<file path="config.mk">
export PLATFORM = sky130hd
export DESIGN_NAME = seq_shift_unit
export DESIGN_NICKNAME = d
export VERILOG_FILES = /design/src/rtl/seq_shift_unit.sv
export SDC_FILE = /design/constraint.sdc
export NUM_CORES = 1
export LEC_CHECK = 0
export ABC_AREA = 1
export BUFFER_PORTS_ARGS = -buffer_cell sky130_fd_sc_hd__buf_2
export CELL_PAD_IN_SITES_DETAIL_PLACEMENT = 1
export CELL_PAD_IN_SITES_GLOBAL_PLACEMENT = 1
export CORE_UTILIZATION = 35
export CTS_CLUSTER_DIAMETER = 30
export CTS_CLUSTER_SIZE = 8
export DETAILED_ROUTE_END_ITERATION = 12
export GPL_ROUTABILITY_DRIVEN = 1
export PLACE_DENSITY = 0.72
export SKIP_LAST_GASP = 1
export SLEW_MARGIN = 15
export SYNTH_ARGS = -nofsm -noshare
export SYNTH_HDL_FRONTEND = slang
export SYNTH_SLANG_ARGS = --single-unit
export TNS_END_PERCENT = 50
</file>
<file path="constraint.sdc">
create_clock -name clk -period 2.46 [get_ports clk]
set_input_delay 0.123 -clock clk [delete_from_list [all_inputs] [get_ports clk]]
set_output_delay 0.123 -clock clk [all_outputs]
set_load 0.02 [all_outputs]
</file>
<file path="src/rtl/seq_shift_unit.sv">
// seq_shift_unit: multi-cycle shifter (LSL, LSR, ASR, ROL) that moves up to
// STEP bit positions per clock and reports bits lost off the register ends.
//
// Handshake: start is a request sampled only while idle; it has no ready
// return, so a request made while busy or while done is high is dropped.
// done is a one-cycle pulse. out/overflow change only on the edge that
// raises done and then hold until the next done.
module seq_shift_unit #(
  parameter int WIDTH = 16,
  parameter int STEP  = 1
) (
  input  logic             clk,
  input  logic             rst_n,
  input  logic             start,
  input  logic [1:0]       op,
  input  logic [WIDTH-1:0] A,
  input  logic [WIDTH-1:0] B,
  output logic             busy,
  output logic             done,
  output logic [WIDTH-1:0] out,
  output logic             overflow,
  output logic [1:0]       state_dbg
);

  // Counter wide enough to hold the value WIDTH itself (saturated amount).
  localparam int CW = $clog2(WIDTH + 1);

  localparam logic [CW-1:0]    WIDTH_C = CW'(WIDTH);
  localparam logic [CW-1:0]    STEP_C  = CW'(STEP);
  localparam logic [WIDTH-1:0] WIDTH_W = WIDTH'(WIDTH);
  localparam logic [WIDTH-1:0] ONES    = '1;

  localparam logic [1:0] OP_LSL = 2'b00;
  localparam logic [1:0] OP_LSR = 2'b01;
  localparam logic [1:0] OP_ASR = 2'b10;
  localparam logic [1:0] OP_ROL = 2'b11;

  typedef enum logic [1:0] {
    S_IDLE  = 2'd0,
    S_SHIFT = 2'd1,
    S_DONE  = 2'd2
  } state_t;

  state_t           state_q, state_d;
  logic [WIDTH-1:0] work_q, work_d;
  logic [CW-1:0]    rem_q, rem_d;
  logic [1:0]       op_q, op_d;
  logic             ovf_q, ovf_d;
  logic [WIDTH-1:0] out_q, out_d;
  logic             overflow_q, overflow_d;
  logic             busy_q, busy_d;
  logic             done_q, done_d;

  logic [CW-1:0]    n_start;
  logic [WIDTH-1:0] b_mod;
  logic [CW-1:0]    step_amt;
  logic [WIDTH-1:0] shl_v, shr_v, sar_v, rol_v;
  logic [WIDTH-1:0] lost_hi, lost_lo;
  logic [WIDTH-1:0] step_res;
  logic             step_lost;

  // Effective amount: rotation wraps modulo WIDTH, other modes saturate at WIDTH.
  always_comb begin
    b_mod = B % WIDTH_W;
    if (op == OP_ROL) begin
      n_start = CW'(b_mod);
    end else if (B >= WIDTH_W) begin
      n_start = WIDTH_C;
    end else begin
      n_start = CW'(B);
    end
  end

  // One shift step of min(STEP, remaining) positions plus the bits it drops.
  always_comb begin
    step_amt  = (rem_q > STEP_C) ? STEP_C : rem_q;
    shl_v     = work_q << step_amt;
    shr_v     = work_q >> step_amt;
    sar_v     = $signed(work_q) >>> step_amt;
    // ROL amounts stay below WIDTH, so the right-shift term never sees 0.
    rol_v     = shl_v | (work_q >> (WIDTH_C - step_amt));
    lost_hi   = work_q & ~(ONES >> step_amt);
    lost_lo   = work_q & ~(ONES << step_amt);
    step_res  = work_q;
    step_lost = 1'b0;
    case (op_q)
      OP_LSL: begin
        step_res  = shl_v;
        step_lost = |lost_hi;
      end
      OP_LSR: begin
        step_res  = shr_v;
        step_lost = |lost_lo;
      end
      OP_ASR: begin
        // The MSB of the working register always equals the latched sign.
        step_res  = sar_v;
        step_lost = |lost_lo;
      end
      default: begin
        step_res  = rol_v;
        step_lost = 1'b0;
      end
    endcase
  end

  // Next-state and datapath control for IDLE -> SHIFT -> DONE -> IDLE.
  always_comb begin
    state_d    = state_q;
    work_d     = work_q;
    rem_d      = rem_q;
    op_d       = op_q;
    ovf_d      = ovf_q;
    out_d      = out_q;
    overflow_d = overflow_q;
    case (state_q)
      S_IDLE: begin
        if (start) begin
          work_d  = A;
          op_d    = op;
          ovf_d   = 1'b0;
          rem_d   = n_start;
          state_d = (n_start != '0) ? S_SHIFT : S_DONE;
        end
      end
      S_SHIFT: begin
        work_d = step_res;
        ovf_d  = ovf_q | step_lost;
        rem_d  = rem_q - step_amt;
        if (rem_d == '0) begin
          state_d = S_DONE;
        end
      end
      S_DONE: begin
        state_d = S_IDLE;
      end
      default: begin
        state_d = S_IDLE;
      end
    endcase
    // Result is published on the edge that raises done, so it is valid with it.
    if (state_d == S_DONE) begin
      out_d      = work_d;
      overflow_d = ovf_d;
    end
    busy_d = (state_d == S_SHIFT);
    done_d = (state_d == S_DONE);
  end

  // State and registered outputs; reset clears everything immediately.
  always_ff @(posedge clk or negedge rst_n) begin
    if (!rst_n) begin
      state_q    <= S_IDLE;
      work_q     <= '0;
      rem_q      <= '0;
      op_q       <= OP_LSL;
      ovf_q      <= 1'b0;
      out_q      <= '0;
      overflow_q <= 1'b0;
      busy_q     <= 1'b0;
      done_q     <= 1'b0;
    end else begin
      state_q    <= state_d;
      work_q     <= work_d;
      rem_q      <= rem_d;
      op_q       <= op_d;
      ovf_q      <= ovf_d;
      out_q      <= out_d;
      overflow_q <= overflow_d;
      busy_q     <= busy_d;
      done_q     <= done_d;
    end
  end

  assign busy      = busy_q;
  assign done      = done_q;
  assign out       = out_q;
  assign overflow  = overflow_q;
  assign state_dbg = state_q;

endmodule
</file>
### Word-level counts from Yosys, hierarchy flattened

Index checks and enable logic that the tools add are counted.

| operators by class | value |
|---|---|
| $add $sub $neg | 2 |
| magnitude comparators | 2 |
| equal/unequal tests | 7 |
| shift operators | 6 |
| multiplexer cells | 15 |
| bitwise operators | 6 |
| reduce and logical (&&, ||, !) cells | 10 |

Operators by type and width:

| kind | count |
|---|---|
| $pmux 16 s3 | 1 |
| $and 16x16->16 | 2 |
| $not 16->16 | 2 |
| $pmux 16 s2 | 1 |
| $reduce_or 16->1 | 2 |
| $shr 16x5->16 | 2 |
| $mux 5 | 4 |
| $ge 16x5->1 const B | 1 |
| $mux 16 | 1 |
| $or 16x16->16 | 1 |
| $shl 16x5->16 | 1 |
| $shl 16x5->16 const A | 1 |
| $shr 16x5->16 const A | 1 |
| $sshr 16x5->16 | 1 |
| $pmux 5 s2 | 1 |
| $eq 2x1->1 const B | 3 |
| $eq 2x2->1 const B | 3 |
| $mux 2 | 3 |
| $gt 5x1->1 const B | 1 |
| $logic_not 5->1 | 1 |
| $reduce_bool 5->1 | 1 |
| $sub 5x5->5 | 1 |
| $sub 5x5->5 const A | 1 |
| $logic_not 2->1 | 2 |
| 8 further kinds | 10 |

| storage, ports and cells | value |
|---|---|
| register bits | 45 |
| output and inout port bits | 21 |
| word-level logic and storage cells | 57 |

### Logic depth before layout (Yosys ltp)

| logic depth | value |
|---|---|
| word-level depth | 9 |
| gate-level depth with buffers | 18 |

### Worst setup path after synthesis

OpenSTA, ideal clock, no wires.

| timing | value |
|---|---|
| path kind | register to register |
| start | register rem_q[4] |
| end | register out_q[8] (netlist: out[8]) |
| data arrival time | 2.443 ns |
| required time | 2.342 ns |
| path slack | -0.101 ns |
| cell stages (with the launch flop) | 17 |
| buffers on the path | 3 |
| clock period less this slack | 2.561 ns |
| path through | dfrtp_1 nor2_2 buf_4 nand3_4 inv_2 buf_4 ha_1 ha_1 inv_1 clkbuf_1 nand3_1 nand3_1 nand3_1 nand2_1 nand2_1 nand2_1 nand2_1 |

| on the way | value |
|---|---|
| word-level cells in the longest chain between the ends | 7 |

RTL lines:

| what | line | source |
|---|---|---|
| from (decl) | 46 | `logic [CW-1:0] rem_q, rem_d;` |
| from (signal assigned) | 165 | `rem_q <= rem_d;` |
| $gt 5x1->1 | 76 | `step_amt = (rem_q > STEP_C) ? STEP_C : rem_q;` |
| $mux 5 (*) | 76 |  |
| $sub 5x5->5 | 81 | `rol_v = shl_v \| (work_q >> (WIDTH_C - step_amt));` |
| $shr 16x5->16 | 81 |  |
| $or 16x16->16 | 81 |  |
| $pmux 16 s3 (*) | 86 | `case (op_q)` |
| $pmux 16 s2 (*) | 116 | `case (state_q)` |
| net work_d[8] | 45 | `logic [WIDTH-1:0] work_q, work_d;` |
| to (signal assigned) | 168 | `out_q <= out_d;` |
| to (decl) | 49 | `logic [WIDTH-1:0] out_q, out_d;` |

The timed path passes the listed nets; every way through them passes the cells marked *.
A chain may end at the register's enable or synchronous reset.

### Final worst setup path

| timing | value |
|---|---|
| start | register rem_q[1] |
| end | register out_q[15] (netlist: out[15]) |

| on the way | value |
|---|---|
| word-level cells in the longest chain between the ends | 7 |

RTL lines:

| what | line |
|---|---|
| $gt 5x1->1 | 76 |
| $mux 5 | 76 |
| $sub 5x5->5 (on tied branches) | 81, 129 |
| $shr 16x5->16 or $logic_not 5->1 (tied branches) | 81, 130 |
| $or 16x16->16 or $mux 2 (tied branches) | 81, 130 |
| $pmux 16 s3 or $pmux 2 s2 (tied branches) | 86, 116 |
| $pmux 16 s2 or $eq 2x2->1 (tied branches) | 116, 142 |

Parallel ways exist; a longest one is shown, timed or not.

==> results.json <==
{
  "hold_viol_final": 0,
  "max_stage_delay_ns": 0.44,
  "drc": 0,
  "grt_pass1_vias": 4072,
  "place_ws_ns": 0.0682,
  "avgSynthCellArea_um2": 6.56,
  "drive_gt1_frac": 0.182,
  "skew_ns": 0.00519,
  "ir_drop_mv": 0.647,
  "r2r-end": "out[15]",
  "cp_max_fo": 18,
  "r2r_setup_slack_ns": 0.12,
  "finalSetupTns_ns": 0,
  "pwr_density_cell_mw_per_mm2": 1430,
  "worst-setup-path-type": "flop to flop",
  "cap_violations": 0,
  "fin_crit_sh": 0.952,
  "start_util": 0.362,
  "io_pins": 58,
  "final_max_slew_viol_count": 0,
  "diodes": 0,
  "grt_pass1_wl_mm": 21.4,
  "syn2layout_area_growth_pct": 18.3,
  "final_area_mm2": 0.00418,
  "dpl.cell_count": 726,
  "setup_viol": 0,
  "critPathArrivalTime_ns": 2.55,
  "yosysMostFrequentCell": "nand2_1",
  "nets": 650,
  "clkTransAtPathRegs_ns": 0.09,
  "syn_area_mm2": 0.00353,
  "yosysTopAreaCell": "dfrtp_1",
  "slowest_stage": "dfrtp_1",
  "start_kind": "flop",
  "clock_latency_ns": 0.31,
  "dieArea_mm2": 0.0105,
  "rsz0062_at_grt": "true",
  "io_buffers": 57,
  "synth_cell_type_count": 40,
  "dp_hpwl_mm": 10.1,
  "yosysWarnings": 0,
  "antenna_found_initial": 0,
  "fin_ws_ns": 0.117,
  "status": "finished clean",
  "p_leak_nw": 2.19,
  "max_slew_margin": 0.580,
  "worst_slew_pin_slew_ns": 0.626,
  "grt_max_degree": 46,
  "hold_path_depth": 3,
  "hold_start": "op[0]",
  "core-area_mm2": 0.00977,
  "gp_congestion": 0.939,
  "fin_crit_ns": 2.34,
  "clkSinkCount": 45,
  "clock_path_buffers": 2,
  "placementRows": 36,
  "timing.critical_path.to_type": "flop",
  "cts_tree": "built",
  "dieWidth_um": 102,
  "vias_per_cell": 5.40,
  "overflow": 0,
  "cts_buffers": 5,
  "synth_common_cells": "nand2_1 (169), nand3_1 (114), inv_1 (47)",
  "holdPathEnd": "op_q[0]",
  "dpl-instance-area_mm2": 0.00402,
  "ys_seq_area_frac": 0.319,
  "stdcell_count": 738,
  "first_iter_violations": 243,
  "synth_top_area_frac": 0.319,
  "reg2reg_depth": 12,
  "critPathBufInv": 1,
  "synth-edff-count": 0,
  "cpMostUsedCell": "nand2_1",
  "hold-worst-slack_ns": 0.0465,
  "drt_pass1_iterations": 4,
  "crit_chain": "nor2_4, a21oi_2, inv_1, ha_1, nor2_2, nand3_1, xnor2_2, nor3_4, o21ai_4, nand2_8, nand2_1, nand2_1",
  "grtUsageTotal": 0.270,
  "htree_levels": 2,
  "reg2reg_from": "rem_q[1]",
  "crit_family": "simple AND/OR/NAND/NOR gates",
  "ys_ff_latch": 45,
  "synth_ff_type": "dfrtp_1",
  "required_ns": 2.67,
  "fmax_mhz": 427,
  "netlist_instances": 539,
  "cts_root_buf": "clkbuf_8",
  "vias": 3988,
  "crit_cells": 12,
  "async_reset_ff_frac": 1.00,
  "die_h_um": 102,
  "min_path_type": "input port to flop",
  "routedWlPerCell_um": 17.8,
  "synthTopCellsByArea": "dfrtp_1 (32%), nand2_1 (18%), nand3_1 (16%)",
  "antenna_left": 0,
  "routed_wl_mm": 13.2
}
==> how the worst max path moves through the flow <==
stage                        start  endpoint  slack (ns)
after floorplan           rem_q[4]    out[8]        0.01
after global placement    rem_q[2]   out[15]        0.10
after detailed placement  rem_q[1]   out[15]        0.07
after CTS                 rem_q[2]   out[15]        0.03
after global routing      rem_q[1]   out[15]       -0.05
final                     rem_q[1]   out[15]        0.12
==> area by class of cell <==
type | count | area, um2
fill | 1331 | 5590
multi-input combinational | 419 | 2110
sequential | 45 | 1130
timing repair buffer | 81 | 483
inverter | 51 | 195
tap | 133 | 166
clock buffer | 6 | 72.6
clock inverter | 2 | 15.0
timing repair inverter | 1 | 7.51
==> worst min-delay path: cells and delay by family <==
family | cells | cell delay, ns
buffers and inverters | 1 | 0.09
AOI/OAI and AO/OA | 1 | 0.06
and+or+nand+nor | 1 | 0.04
==> logic make-up after synthesis <==
group,count (synthesis),synth area share
AO/OA/AOI/OAI,76,0.127
XOR/XNOR,3,0.00956
adder cells (fa/ha/maj),9,0.0319
buffers and inverters,77,0.0956
flip-flops,45,0.319
other,2,0.00212
AND/OR/NAND/NOR,327,0.415
==> registers in the layout, summed over array words and instances, names as in the netlist, 2 cells and up <==
register,count
rem_q,5
op_q,2
out,16
state_dbg,2
work_q,16
==> power breakdown <==
group | switching (mW) | internal, mW
sequential | 0.248 | 1.08
clock | 0.281 | 0.201
combinational | 2.84 | 1.33
total | 3.37 | 2.61
==> what timing repair did <==
action | CTS | global route
hold buffers | 0 | 1
buffers inserted | 0 | 2
gates resized for setup | 0 | 10
endpoints found under the setup margin | 0 | 21
endpoints found under the hold margin | 0 | 45
==> routing by layer <==
metal  routed length, um  up-vias  GRT usage
li1                    -     1920          -
met1                6070     1938      0.385
met2                6210      118      0.435
met3                 754       12     0.0339
met4                 131        0     0.0626
met5                   0        -          0
==> layout by cell type, fill, tap and decap left out, types with 5 or more instances in the layout <==
| cell | instances |
|---|---|
| nand2_1 | 169 |
| inv_1 | 46 |
| buf_4 | 23 |
| o21ai_1 | 6 |
| o211ai_1 | 13 |
| dfrtp_1 | 44 |
| o21ai_0 | 25 |
| a21oi_1 | 19 |
| nand4_1 | 11 |
| nor2_1 | 18 |
| nand3_1 | 114 |
| ha_1 | 8 |
| clkbuf_8 | 5 |
| buf_2 | 56 |
==> metrics by stage <==
| step | utilization | total power, mW |
|---|---|---|
| detailed placement | 0.411 | 5.34 |
| finish | 0.428 | 5.99 |
| CTS | 0.420 | 5.85 |
| global placement | 0.411 | 5.26 |
| floorplan | - | 4.07 |
| global route | 0.428 | 6.53 |
No activity file was read; power rests on OpenSTA's default activity.
